===== config.mk =====
export PLATFORM = sky130hd
export DESIGN_NAME = truth_table_scanner
export DESIGN_NICKNAME = d
export VERILOG_FILES = /design/src/rtl/truth_table_scanner_pkg.sv /design/src/rtl/truth_table_scanner_settle_timer.sv /design/src/rtl/truth_table_scanner.sv
export SDC_FILE = /design/constraint.sdc
export NUM_CORES = 1
export LEC_CHECK = 0
export ABC_CLOCK_PERIOD_IN_PS = 1780
export BUFFER_PORTS_ARGS = -buffer_cell sky130_fd_sc_hd__clkbuf_2
export CORE_ASPECT_RATIO = 0.8
export CORE_MARGIN = 2
export CORE_UTILIZATION = 56
export CTS_CLUSTER_DIAMETER = 30
export CTS_CLUSTER_SIZE = 10
export DETAILED_ROUTE_END_ITERATION = 6
export PLACE_DENSITY = 0.76
export SKIP_LAST_GASP = 1
export SLEW_MARGIN = 15
export SYNTH_ARGS = -nofsm -noshare
export SYNTH_HDL_FRONTEND = slang
export SYNTH_SLANG_ARGS = --single-unit

===== constraint.sdc =====
create_clock -name clk -period 1.78 [get_ports clk]
set_input_delay 0.356 -clock clk [delete_from_list [all_inputs] [get_ports clk]]
set_output_delay 0.356 -clock clk [all_outputs]
set_load 0.02 [all_outputs]

===== src/rtl/truth_table_scanner_pkg.sv =====
// Shared types and constants for truth_table_scanner and its settle timer.
package tts_pkg;

  typedef enum logic [1:0] {
    IDLE   = 2'd0,
    WAIT   = 2'd1,
    SAMPLE = 2'd2,
    DONE   = 2'd3
  } state_t;

  localparam int N_IN_DEF = 2;
  localparam int NUM_VEC  = 2 ** N_IN_DEF;
  localparam int SETTLE_W = 4;

  // Reload value for the settle counter: WAIT lasts exactly 'settle' cycles.
  function automatic logic [SETTLE_W-1:0] settle_load(input int settle);
    return SETTLE_W'(settle - 1);
  endfunction

endpackage


===== src/rtl/truth_table_scanner_settle_timer.sv =====
// Down-counter that loads SETTLE-1 and reports expiry when it has counted to zero.
module settle_timer
  import tts_pkg::*;
#(
  parameter logic [SETTLE_W-1:0] LOAD_VAL = 4'd0
) (
  input  logic clk,
  input  logic rst_n,
  input  logic load,
  input  logic en,
  output logic expired
);

  logic [SETTLE_W-1:0] cnt;

  // Count register: load wins over decrement, and the count parks at zero.
  always_ff @(posedge clk or negedge rst_n) begin
    if (!rst_n) begin
      cnt <= {SETTLE_W{1'b0}};
    end else if (load) begin
      cnt <= LOAD_VAL;
    end else if (en && (cnt != {SETTLE_W{1'b0}})) begin
      cnt <= cnt - {{(SETTLE_W-1){1'b0}}, 1'b1};
    end else begin
      cnt <= cnt;
    end
  end

  assign expired = (cnt == {SETTLE_W{1'b0}});

endmodule


===== src/rtl/truth_table_scanner.sv =====
// Clocked exhaustive sweep of a two-implementation logic function, capturing both truth tables.
// Optional: define ABORT_ON_MISMATCH_EN to stop the sweep at the first disagreeing vector.
module truth_table_scanner
  import tts_pkg::*;
#(
  parameter int N_IN   = N_IN_DEF,
  parameter int SETTLE = 1
) (
  input  logic                    clk,
  input  logic                    rst_n,
  input  logic                    start,
  output logic [N_IN-1:0]         x_out,
  input  logic                    res_a,
  input  logic                    res_b,
  output logic                    busy,
  output logic                    done,
  output logic [(2**N_IN)-1:0]    table_a,
  output logic [(2**N_IN)-1:0]    table_b,
  output logic [N_IN:0]           mismatch_cnt,
  output logic                    equal
);

  localparam int VEC_CNT = 2 ** N_IN;
  localparam int CW      = N_IN + 1;
  localparam logic [N_IN-1:0] LAST_IDX = N_IN'(VEC_CNT - 1);
  localparam logic [N_IN-1:0] ONE_IDX  = N_IN'(1);

  state_t          state;
  logic [N_IN-1:0] idx;
  logic            tmr_load;
  logic            tmr_en;
  logic            tmr_expired;
  logic            diff;
  logic            last_vec;
  logic            stop;
  logic [CW-1:0]   cnt_next;

  settle_timer #(
    .LOAD_VAL (settle_load(SETTLE))
  ) u_settle_timer (
    .clk     (clk),
    .rst_n   (rst_n),
    .load    (tmr_load),
    .en      (tmr_en),
    .expired (tmr_expired)
  );

  assign diff     = res_a ^ res_b;
  assign last_vec = (idx == LAST_IDX);
  assign cnt_next = mismatch_cnt + CW'(diff);

`ifdef ABORT_ON_MISMATCH_EN
  assign stop = last_vec | diff;
`else
  assign stop = last_vec;
`endif

  // Settle timer is armed whenever a new vector is launched and counts only in WAIT.
  always_comb begin
    tmr_load = 1'b0;
    tmr_en   = 1'b0;
    case (state)
      IDLE:    tmr_load = start;
      WAIT:    tmr_en   = 1'b1;
      SAMPLE:  tmr_load = ~stop;
      default: begin
        tmr_load = 1'b0;
        tmr_en   = 1'b0;
      end
    endcase
  end

  // Sweep FSM with registered stimulus, status and captured results.
  always_ff @(posedge clk or negedge rst_n) begin
    if (!rst_n) begin
      state        <= IDLE;
      idx          <= {N_IN{1'b0}};
      x_out        <= {N_IN{1'b0}};
      busy         <= 1'b0;
      done         <= 1'b0;
      table_a      <= {VEC_CNT{1'b0}};
      table_b      <= {VEC_CNT{1'b0}};
      mismatch_cnt <= {CW{1'b0}};
      equal        <= 1'b1;
    end else begin
      case (state)
        IDLE: begin
          done <= 1'b0;
          if (start) begin
            table_a      <= {VEC_CNT{1'b0}};
            table_b      <= {VEC_CNT{1'b0}};
            mismatch_cnt <= {CW{1'b0}};
            equal        <= 1'b1;
            idx          <= {N_IN{1'b0}};
            x_out        <= {N_IN{1'b0}};
            busy         <= 1'b1;
            state        <= WAIT;
          end else begin
            state <= IDLE;
          end
        end
        WAIT: begin
          if (tmr_expired) begin
            state <= SAMPLE;
          end else begin
            state <= WAIT;
          end
        end
        SAMPLE: begin
          table_a[idx] <= res_a;
          table_b[idx] <= res_b;
          mismatch_cnt <= cnt_next;
          equal        <= (cnt_next == {CW{1'b0}});
          // x_out only moves here, so downstream inputs stay stable across WAIT and SAMPLE.
          if (stop) begin
            busy  <= 1'b0;
            state <= DONE;
          end else begin
            idx   <= idx + ONE_IDX;
            x_out <= idx + ONE_IDX;
            state <= WAIT;
          end
        end
        DONE: begin
          done  <= 1'b1;
          busy  <= 1'b0;
          state <= IDLE;
        end
        default: begin
          state <= IDLE;
          busy  <= 1'b0;
          done  <= 1'b0;
        end
      endcase
    end
  end

endmodule

==> flow_metrics.py <==
metrics = {
    "layout": {
        "num-nets-final": 190,
        "final_cell_mix": "dfrtp_1, clkbuf_2, nor2b_1, ha_1, o21ai_0",
        "layout_commonest_cell": "dfrtp_1",
        "antenna_cells": 0,
        "area.growth.synth_to_final_pct": 14.42,
        "fin_util_pct": 67.06,
        "fin_area_mm2": 0.001638,
        "layout-drive-gt1-share_pct": 21.05,
    },
    "detailed_routing": {
        "drtPass1Iterations": 4,
        "drc": 0,
        "routed_wl_mm": 3.275,
        "drt-initial-drc-count": 81,
        "routed_via_density": 5.947,
        "vias": 1231,
        "ant_nets": 0,
        "wire_per_inst_um": 15.82,
    },
    "setup_path": {
        "cp_cell_sequence": "inv_1 -> ha_1 -> nor2b_1 -> a2bb2oi_1 -> o221ai_1",
        "slowest_stage": "dfrtp_1",
        "cp_max_fo": 7,
        "endpoint_kind": "flop",
        "critPathMaxStageDelay_ns": 0.46,
        "worst_path_dominant_cell_family": "flip-flops",
        "crit_path_start_kind": "flop",
        "required_ns": 2.01,
        "criticalPathCategory": "reg -> reg",
        "path_buf_inv": 1,
        "crit_arrival_ns": 1.97,
    },
    "clock_tree": {
        "cts_buffers": 3,
        "cts_tree": "built",
        "cts_resized": 0,
        "clock-sinks": 22,
        "holdBufCountCts": 0,
        "clockRootBuffer": "clkbuf_4",
        "cts_setup_buffers": 0,
        "clk_latency_ns": 0.31,
        "cts_max_path_buffers": 2,
        "h-tree-depth": 1,
        "clk_pin_slew_ns": 0.13,
    },
    "yosys": {
        "synthesis.area_mm2": 0.001431,
        "synth_simple_gate_area_share_pct": 19.06,
        "synthAdderAreaFrac_pct": 11.36,
        "synth_compound_area_share_pct": 21.07,
        "synth_ff_type": "dfrtp_1",
        "yosys_warnings": 0,
        "synth_top_family_by_area": "compound AO/OA/AOI/OAI gates",
        "synth-xor-area-share_pct": 1.224,
        "synth_fp_nets": 168,
        "ys_ff_latch": 22,
        "synth_edf_count": 0,
        "yosysSeqAreaShare_pct": 38.55,
        "synth_cells": 150,
        "synth_cell_types": 36,
        "synthMuxAreaShare_pct": 4.371,
        "async_reset_ff_share_pct": 100.0,
        "postSynthAreaPerCell_um2": 9.542,
    },
    "timing": {
        "finalMaxSlewViolations": 0,
        "finalHoldWorstSlack_ns": 0.005219,
        "clock-skew-final_ns": 0.002504,
        "hold_violations": 0,
        "fin_crit_sh_pct": 97.79,
        "slew_headroom_pct": 62.70,
        "finalSetupViolations": 0,
        "fin_crit_ns": 1.741,
        "max_freq_mhz": 574.5,
        "worst_slew_pin_slew_ns": 0.5595,
    },
    "global_route": {
        "grt.total_usage_pct": 23.60,
        "grt_pass1_wl_mm": 5.368,
        "antenna_found_initial": 0,
        "first_global_vias": 1181,
        "grt_max_degree": 27,
        "grt-ovfl-total": 0,
    },
    "run_status": {
        "status": "finished, final reports clean",
    },
    "die": {
        "start_util_pct": 58.61,
        "dieHeight_um": 49.22,
        "dieArea_mm2": 0.002979,
        "core_mm2": 0.002442,
        "rows": 16,
        "die_width_um": 60.53,
        "io_pins": 21,
    },
    "flow_run": {
        "drv_cap": 0,
    },
    "placed_design": {
        "gp_congestion": 0.8253,
        "port_buffers": 20,
        "dp_hpwl_mm": 2.285,
        "post_dp_cell_area_mm2": 0.001582,
    },
    "power_and_ir_drop": {
        "p_leak_nw": 0.7398,
        "peakVddDrop_v": 0.0006597,
        "p_total_mw": 2.188,
        "powerDensity_mw_per_mm2": 1336,
    },
    "worst_hold_path": {
        "hold_path_class": "in -> async",
    },
}
[cell families (layout without fill, tap and decap cells)]
group,after synthesis,in the layout
AOI/OAI and AO/OA,45,45
DFF,22,22
muxes,6,6
adders and majority gates,13,13
buffers and inverters,15,36
and+or+nand+nor,47,47
xor gates and xnor gates,2,2
[metal layers]
layer	wire length [um]	track usage [%]	part of all wire, %	vias to the layer above
met5	0	0	0	-
li1	-	-	-	599
met1	1597	33.96	49	592
met4	33	3.261	1.0	0
met3	153	5.305	4.7	4
met2	1491	37.32	46	36
[cell usage after synthesis, drive strengths merged (4+ instances only)]
library cell | n | share of area (%)
nand4 | 8 | 3.5
nor2b | 13 | 5.7
clkbuf | 5 | 1.4
inv | 6 | 1.6
nand2 | 6 | 1.6
nand2b | 4 | 1.7
a21oi | 6 | 2.1
dfrtp | 21 | 37
o21ai | 11 | 3.8
nor2 | 4 | 1.0
ha | 13 | 11
o211ai | 9 | 4.7
mux2i | 4 | 2.8
nand3 | 5 | 1.7
buf | 4 | 1.4
a31oi | 8 | 3.5
[final timing paths]
kind,from,depth (start not counted),slack [ns],end
setup / recovery,state[0],5,0.04,idx[1]
hold reg to reg,done,1,0.52,done
setup reg to reg,state[0],5,0.04,idx[1]
max in group asynchronous,rst_n,1,1.41,equal
hold / removal,rst_n,1,0.005,mismatch_cnt[2]
min in group clk,res_a,4,0.50,table_a[0]
[cell type report]
class	count	area, um^2
fill	204	804.5
clock inverter	1	30.03
tap	36	45.04
sequential	22	551.8
multi-input combinational	113	817.0
timing repair buffer	26	148.9
inverter	6	22.52
clock buffer	3	22.52
[state kept, by name (all words and copies together), names as in the netlist]
name	flops
table_a	4
table_b	4
u_settle_timer.cnt	4
mismatch_cnt	3
idx	2
state	2
busy	1
done	1
equal	1
[power breakdown]
part | switching (mW) | internal, mW | leakage [nW]
clock | 0.160 | 0.228 | 0.0279
combinational | 0.669 | 0.410 | 0.417
sequential | 0.0981 | 0.622 | 0.295
total | 0.927 | 1.26 | 0.740
[stage by stage]
stage	instances	TNS [ns]	setup WS, ns
2_1_floorplan	150	0	0.1577
3_3_place_gp	203	0	0.1973
3_5_place_dp	203	0	0.1555
4_1_cts	207	0	0.1190
5_1_grt	207	-0.01328	-0.01328
6_report	207	0	0.03941
No activity file was read; power rests on OpenSTA's default activity.
